### src/rtl/zpu_bram_loader.sv
// zpu_bram_loader: byte-stream frame loader into ZPU BRAM port B; LOADER_VERIFY_EN adds write readback check
module zpu_bram_loader #(
    parameter int WORD_SIZE = 32,
    parameter int ADDR_W = 15,
    parameter logic [7:0] HDR_BYTE = 8'hA5
) (
    input  logic                 clk,
    input  logic                 reset_n,
    input  logic [7:0]           in_data,
    input  logic                 in_valid,
    output logic                 in_ready,
    output logic                 memBWriteEnable,
    output logic [ADDR_W-1:0]    memBAddr,
    output logic [WORD_SIZE-1:0] memBWrite,
    input  logic [WORD_SIZE-1:0] memBRead,
    output logic                 zpu_hold,
    output logic                 done,
    output logic [1:0]           err
);
    typedef enum logic [3:0] {IDLE, LEN_H, LEN_L, DATA, WRITE, RD, CMP, CSUM, DONE} state_t;
    state_t state_q, state_d;
    logic [15:0] cnt_q, cnt_d;
    logic [1:0] bcnt_q, bcnt_d;
    logic [WORD_SIZE-1:0] word_q, word_d;
    logic [ADDR_W-1:0] addr_q, addr_d;
    logic [7:0] csum_q, csum_d;
    logic [1:0] err_q, err_d;
    logic hold_q, hold_d, rdy_q, rdy_d, we_q, we_d, done_q, done_d, acc, adv;
    assign acc = in_valid & rdy_q;
`ifdef LOADER_VERIFY_EN
    assign adv = state_q == CMP;
`else
    logic unused_rd;
    assign unused_rd = ^memBRead;
    assign adv = state_q == WRITE;
`endif
    always_comb begin
        state_d = state_q;
        cnt_d = cnt_q;
        bcnt_d = bcnt_q;
        word_d = word_q;
        addr_d = addr_q;
        csum_d = csum_q;
        err_d = err_q;
        hold_d = hold_q;
        case (state_q)
            IDLE, DONE: begin
                if (state_q == DONE) begin
                    hold_d = 1'b0;
                    state_d = IDLE;
                end
                // a header arriving in DONE starts the next frame without loss
                if (acc && in_data == HDR_BYTE) begin
                    state_d = LEN_H;
                    err_d = 2'b00;
                    csum_d = 8'd0;
                    addr_d = '0;
                    hold_d = 1'b1;
                end
            end
            LEN_H: if (acc) begin
                cnt_d[15:8] = in_data;
                csum_d = csum_q + in_data;
                state_d = LEN_L;
            end
            LEN_L: if (acc) begin
                cnt_d[7:0] = in_data;
                csum_d = csum_q + in_data;
                bcnt_d = 2'd0;
                state_d = {cnt_q[15:8], in_data} == 16'd0 ? CSUM : DATA;
            end
            DATA: if (acc) begin
                word_d = {word_q[WORD_SIZE-9:0], in_data};
                csum_d = csum_q + in_data;
                bcnt_d = bcnt_q + 2'd1;
                state_d = bcnt_q == 2'd3 ? WRITE : DATA;
            end
`ifdef LOADER_VERIFY_EN
            WRITE: state_d = RD;
            RD: state_d = CMP;
            CMP: if (memBRead != word_q) err_d[1] = 1'b1;
`endif
            CSUM: if (acc) begin
                if (in_data != csum_q) err_d[0] = 1'b1;
                state_d = DONE;
            end
            default: state_d = state_q;
        endcase
        if (adv) begin
            addr_d = addr_q + ADDR_W'(1);
            cnt_d = cnt_q - 16'd1;
            state_d = cnt_q == 16'd1 ? CSUM : DATA;
        end
        rdy_d = !(state_d inside {WRITE, RD, CMP});
        we_d = state_d == WRITE;
        done_d = state_d == DONE;
    end
    always_ff @(posedge clk or negedge reset_n) begin
        if (!reset_n) begin
            state_q <= IDLE;
            cnt_q <= 16'd0;
            bcnt_q <= 2'd0;
            word_q <= '0;
            addr_q <= '0;
            csum_q <= 8'd0;
            err_q <= 2'b00;
            hold_q <= 1'b0;
            rdy_q <= 1'b1;
            we_q <= 1'b0;
            done_q <= 1'b0;
        end else begin
            state_q <= state_d;
            cnt_q <= cnt_d;
            bcnt_q <= bcnt_d;
            word_q <= word_d;
            addr_q <= addr_d;
            csum_q <= csum_d;
            err_q <= err_d;
            hold_q <= hold_d;
            rdy_q <= rdy_d;
            we_q <= we_d;
            done_q <= done_d;
        end
    end
    assign in_ready = rdy_q;
    assign memBWriteEnable = we_q;
    assign memBAddr = addr_q;
    assign memBWrite = word_q;
    assign zpu_hold = hold_q;
    assign done = done_q;
    assign err = err_q;
endmodule

### config.mk
export PLATFORM = sky130hd
export DESIGN_NAME = zpu_bram_loader
export DESIGN_NICKNAME = d
export VERILOG_FILES = /design/src/rtl/zpu_bram_loader.sv
export SDC_FILE = /design/constraint.sdc
export NUM_CORES = 1
export LEC_CHECK = 0
export ABC_AREA = 1
export CAP_MARGIN = 10
export CELL_PAD_IN_SITES_DETAIL_PLACEMENT = 0
export CELL_PAD_IN_SITES_GLOBAL_PLACEMENT = 1
export CORE_ASPECT_RATIO = 1.2
export CORE_MARGIN = 2
export CORE_UTILIZATION = 38
export CTS_CLUSTER_DIAMETER = 30
export DETAILED_ROUTE_END_ITERATION = 7
export PLACE_DENSITY_LB_ADDON = 0.08
export SLEW_MARGIN = 10
export SYNTH_ARGS = -nofsm -noshare
export SYNTH_HDL_FRONTEND = slang
export SYNTH_SLANG_ARGS = --single-unit
### constraint.sdc
create_clock -name clk -period 2 [get_ports clk]
set_input_delay 0.2 -clock clk [delete_from_list [all_inputs] [get_ports clk]]
set_output_delay 0.2 -clock clk [all_outputs]
set_load 0.02 [all_outputs]
# Word level (Yosys, flattened, before mapping)
# Cells that the tools add are included.
# classes
mux,30
multipliers,0
div_mod_pow,0
n_eq_ne,20
reduce_logical,24
bitwise,1
shift,0
addsub,4
order_cmp,0
# op_table
op,n
2-to-1 mux 15 bit,3
2-to-1 mux 8 bit,5
2-to-1 mux 4 bit,7
equality test 4 x 3 -> 1 bit (second input constant),5
one-hot mux 4 bit (5 select lines),1
nonzero test 2 bit,9
equality test 16 x 1 -> 1 bit (second input constant),1
zero test 16 bit,1
2-to-1 mux 16 bit,1
one-hot mux 8 bit (2 select lines),1
subtractor 16 x 1 -> 16 bit (second input constant),1
adder 15 x 1 -> 15 bit (second input constant),1
inequality test 2 bit (second input constant),5
AND reduction 2 bit,5
2-to-1 mux 3 bit,3
adder 8 bit,1
equality test 4 x 2 -> 1 bit (second input constant),2
equality test 4 bit (second input constant),2
equality test 8 bit (second input constant),1
inequality test 8 bit,1
AND reduction 3 bit,2
2-to-1 mux 1 bit,5
equality test 4 x 1 -> 1 bit (second input constant),1
zero test 4 bit,1
other kinds (13),14
# totals
latchBits,0
romBits,0
in_bits,43
out_inout_bits,53
elab_cells,91
ramBits,0
register_bits,82
n_memories,0

# Longest topological paths before layout
# logic_depth
word_depth,8
depth_mapped,11
mapped_depth_nobuf,11

# Worst setup path after synthesis
# Ideal clock, no wire load.
# synth_path
path_type,reg2reg
start,register addr_q[0] (netlist: memBAddr[0])
end,register addr_q[14] (netlist: memBAddr[14])
path_stages_with_launch,9
period_less_slack_ns,1.608
arrival_ns,1.482
n_path_buf,0
setup_ns,0.126
slack_ns,0.392
t_required_ns,1.874
path_cell_list,dfrtp_1 ha_1 nand3_1 nor2_1 nand2_1 nor2_1 nand4_1 nor2_1 o21ai_0
# synth_between
elab_chain_len,2
# synth_rtl
item,line_no,text
"start, declared",25,"logic [ADDR_W-1:0] addr_q, addr_d;"
"start signal, assigned",116,addr_q <= addr_d;
adder 15 x 1 -> 15 bit,90,addr_d = addr_q + ADDR_W'(1);
2-to-1 mux 15 bit,89,if (adv) begin
# No other way between the ends.
# A chain may end at the register's enable or synchronous reset.

# Worst setup path after layout
# Ends and elaborated chain as after synthesis.

==> summary.md <==
| Metric | Value |
|---|---|
| Most used flip-flop cell after synthesis | `dfrtp_1` |
| Register area share after synthesis | `46.3%` |
| H-Tree Depth | `3` |
| Top post-synthesis cells by area | `dfrtp_1 (46%), nand2_1 (9.8%), mux2_4 (6.8%)` |
| Drt pass-1 iters | `5` |
| Yosys Warn Count | `0` |
| Ant. Diodes | `0` |
| Core footprint | `0.0115 mm²` |
| Vias/cell | `4.92` |
| # IOs | `96` |
| Post-CTS Setup Repair Bufs | `0` |
| Hold Violations, Final | `0` |
| Layout net count | `667` |
| Wire per inst | `14.1 µm` |
| Clock buffer depth | `2` |
| R2r endpoint | `memBAddr[14]` |
| CTS buffer count | `9` |
| IO Port Bufs | `62` |
| Most common cell after layout, fill and taps aside | `nand2_1` |
| Outcome | `finished, final reports clean` |
| EDFF count, synth | `0` |
| CTS tree | `yes` |
| Area of the mapped netlist | `0.00443 mm²` |
| Post-synthesis cell count | `513` |
| Final core occ | `50.7%` |
| WL final | `10.9 mm` |
| Dpl hpwl | `8.10 mm` |
| First-pass GRT wire length | `18.2 mm` |
| Routability Congestion | `0.836` |
| Post-synthesis register bit count | `82` |
| WHS | `0.374 ns` |
| Largest family of logic cells by synthesized area | `simple AND/OR/NAND/NOR gates` |
| Remaining global-route overflow | `0` |
| Crit-path cells | `ha_1, nand3_1, nor2_1, nand2_1, nor2_2, nand4_1, nor2_1, nand2_1, o21ai_0` |
| Leading area contributor after synthesis | `dfrtp_1` |
| Post-synthesis mux area share | `7.29%` |
| Core Rows | `43` |
| Final min period | `1.73 ns` |
| Initial antenna violation count | `0` |
| Chip Height | `122 µm` |
| Arrival time worst endpoint | `2.00 ns` |
| Die area | `0.0125 mm²` |
| Vias | `3809` |
| Crit path max-delay family | `simple AND/OR/NAND/NOR gates` |
| Slew margin rel. | `65.5%` |
| Fmax | `0.577 GHz` |
| Number of global-route vias before repair | `3683` |
| Simple-gate portion of the synthesized area | `23.6%` |
| R2R Path Start | `memBAddr[0]` |
| Share of cells above drive strength 1 | `16.5%` |
| Remaining DRCs | `0` |
| Number of clock sinks | `82` |
| Critical Path End Type | `flip-flop` |
| Synthesized area per cell | `8.64 µm²` |
| R2r worst-path depth | `9` |
| Async set-reset flop share out of synthesis | `100%` |
| Clock skew | `0.00957 ns` |
| Final setup vio count | `0` |
| P_leak | `2.89 nW` |
| Compound-Gate Fraction of Synth Area | `10.4%` |
| Buf+Inv Stages, Crit Path | `0` |
| Final ANT Viol Nets | `0` |
| Root Driver | `clkbuf_16` |
| Power per Cell Area | `1550 mW/mm²` |
| Largest net degree at the start of global routing | `43` |
| Max_cap viols | `0` |
| Die X | `103 µm` |
| Crit path to | `memBAddr[14]` |
| Max VDD drop | `545 µV` |
| CP required | `2.26 ns` |
| Setup Crit Path Kind | `flip-flop to flip-flop` |
| Iteration-0 DRC count of the detailed router | `175` |
| Slowest CP cell | `dfrtp_1` |
| Skew-Pair Late Insertion Delay | `0.35 ns` |
| Starting Density | `38.7%` |
| Share of the synthesized area in the top cell type | `45.7%` |
| R2R Setup Slk | `0.27 ns` |
| Clk slew on worst S/H paths | `0.07 ns` |
| Area delta synth->final | `31.1%` |
| Placed cells | `757` |
| Crit path max fanout | `5` |
| Fin. max-slew vios | `0` |
| Setup crit start kind | `flip-flop` |
| Hold Path Class | `input pin to asynchronous set/reset pin` |
| Yosys cell types | `42` |
| Crit path from | `memBAddr[0]` |
| Critical path depth in cells | `9` |
| Most frequent cells in the layout | `nand2_1 (116), dfrtp_1 (81), inv_1 (62)` |
| Post-Synth Adder-Cell Area | `3.56%` |
| RSZ-0062 raised after global routing | `false` |
| Worst path max stage delay | `0.40 ns` |
| Mapped Nets | `568` |
| Fin crit share | `86.7%` |
| Fin cells | `774` |
| Worst-Margin Slew | `0.518 ns` |
| XOR/XNOR Fraction of Synth Area | `1.38%` |
| GRT Overall Usage | `18.9%` |
## sequential cells by signal, summed over array words and instances (netlist names)
signal           flops
memBWrite           32
zpu_hold             1
in_ready             1
cnt_q               16
csum_q               8
err                  1
bcnt_q               2
done                 1
memBWriteEnable      1
memBAddr            15
state_q              4
## power by group
group / switching [mW] / internal, mW
logic: 2.23 / 1.99
clock network: 0.692 / 1.12
registers: 0.621 / 2.36
## layout make-up
class                      count  area, µm²
multi-input combinational    352       2050
sequential                    82       2050
inverter                      70        263
tap                          157        196
fill                        1139       5650
clock buffer                  11        243
clock inverter                 5       77.6
timing repair buffer          97        921
## cell families (layout without fill, tap and decap cells)
group | Yosys count | in the layout
xor gates and xnor gates | 7 | 7
buffers and inverters | 79 | 183
adders and majority gates | 12 | 12
DFF | 82 | 82
other | 1 | 1
muxes | 22 | 22
and+or+nand+nor | 233 | 233
AOI/OAI and AO/OA | 77 | 77
## layer usage
layer | wire, µm | GRT usage [%] | up-vias | share of wire, %
met5 | 0 | 0 | - | 0
met4 | 180 | 6.83 | 0 | 1.6
met3 | 509 | 4.44 | 14 | 4.7
met2 | 4960 | 28.6 | 91 | 45
met1 | 5270 | 26.3 | 1804 | 48
li1 | - | - | 1900 | -
## worst min path at each step
stage	end	slack, ns	depth (start not counted)
final	cnt_q[14]	0.37	2
after floorplan	bcnt_q[0]	-0.1	0
after CTS	cnt_q[14]	0.38	2
after global routing	cnt_q[14]	0.41	2
after global placement	memBWrite[28]	0.20	1
after detailed placement	memBWrite[28]	0.21	1
## stage by stage
| stage | power, mW | TNS [ns] | setup slack [ns] | instance area, µm² |
|---|---|---|---|---|
| 6_report | 9.02 | 0 | 0.266 | 5810 |
| 5_1_grt | 9.74 | 0 | 0.0575 | 5810 |
| 4_1_cts | 9.11 | 0 | 0.183 | 5800 |
| 3_5_place_dp | 7.26 | -0.0305 | -0.0201 | 5470 |
| 3_3_place_gp | 7.18 | -0.00452 | -0.00452 | 5470 |
| 2_1_floorplan | 5.56 | 0 | 0.392 | 4430 |
## what timing repair did
action	in CTS	in global routing
hold endpoints to repair	31	0
setup endpoints to repair	0	1
hold buffers	1	0
gates resized for setup	0	1
## synthesized netlist by cell type, drive strengths merged (7+ instances only)
cell,count
ha,11
mux2,22
inv,70
buf,8
o21ai,32
nand2,123
o211ai,8
dfrtp,81
a21oi,15
nand4,7
nand3,39
nor2,52
(Power assumes the default switching activity.)
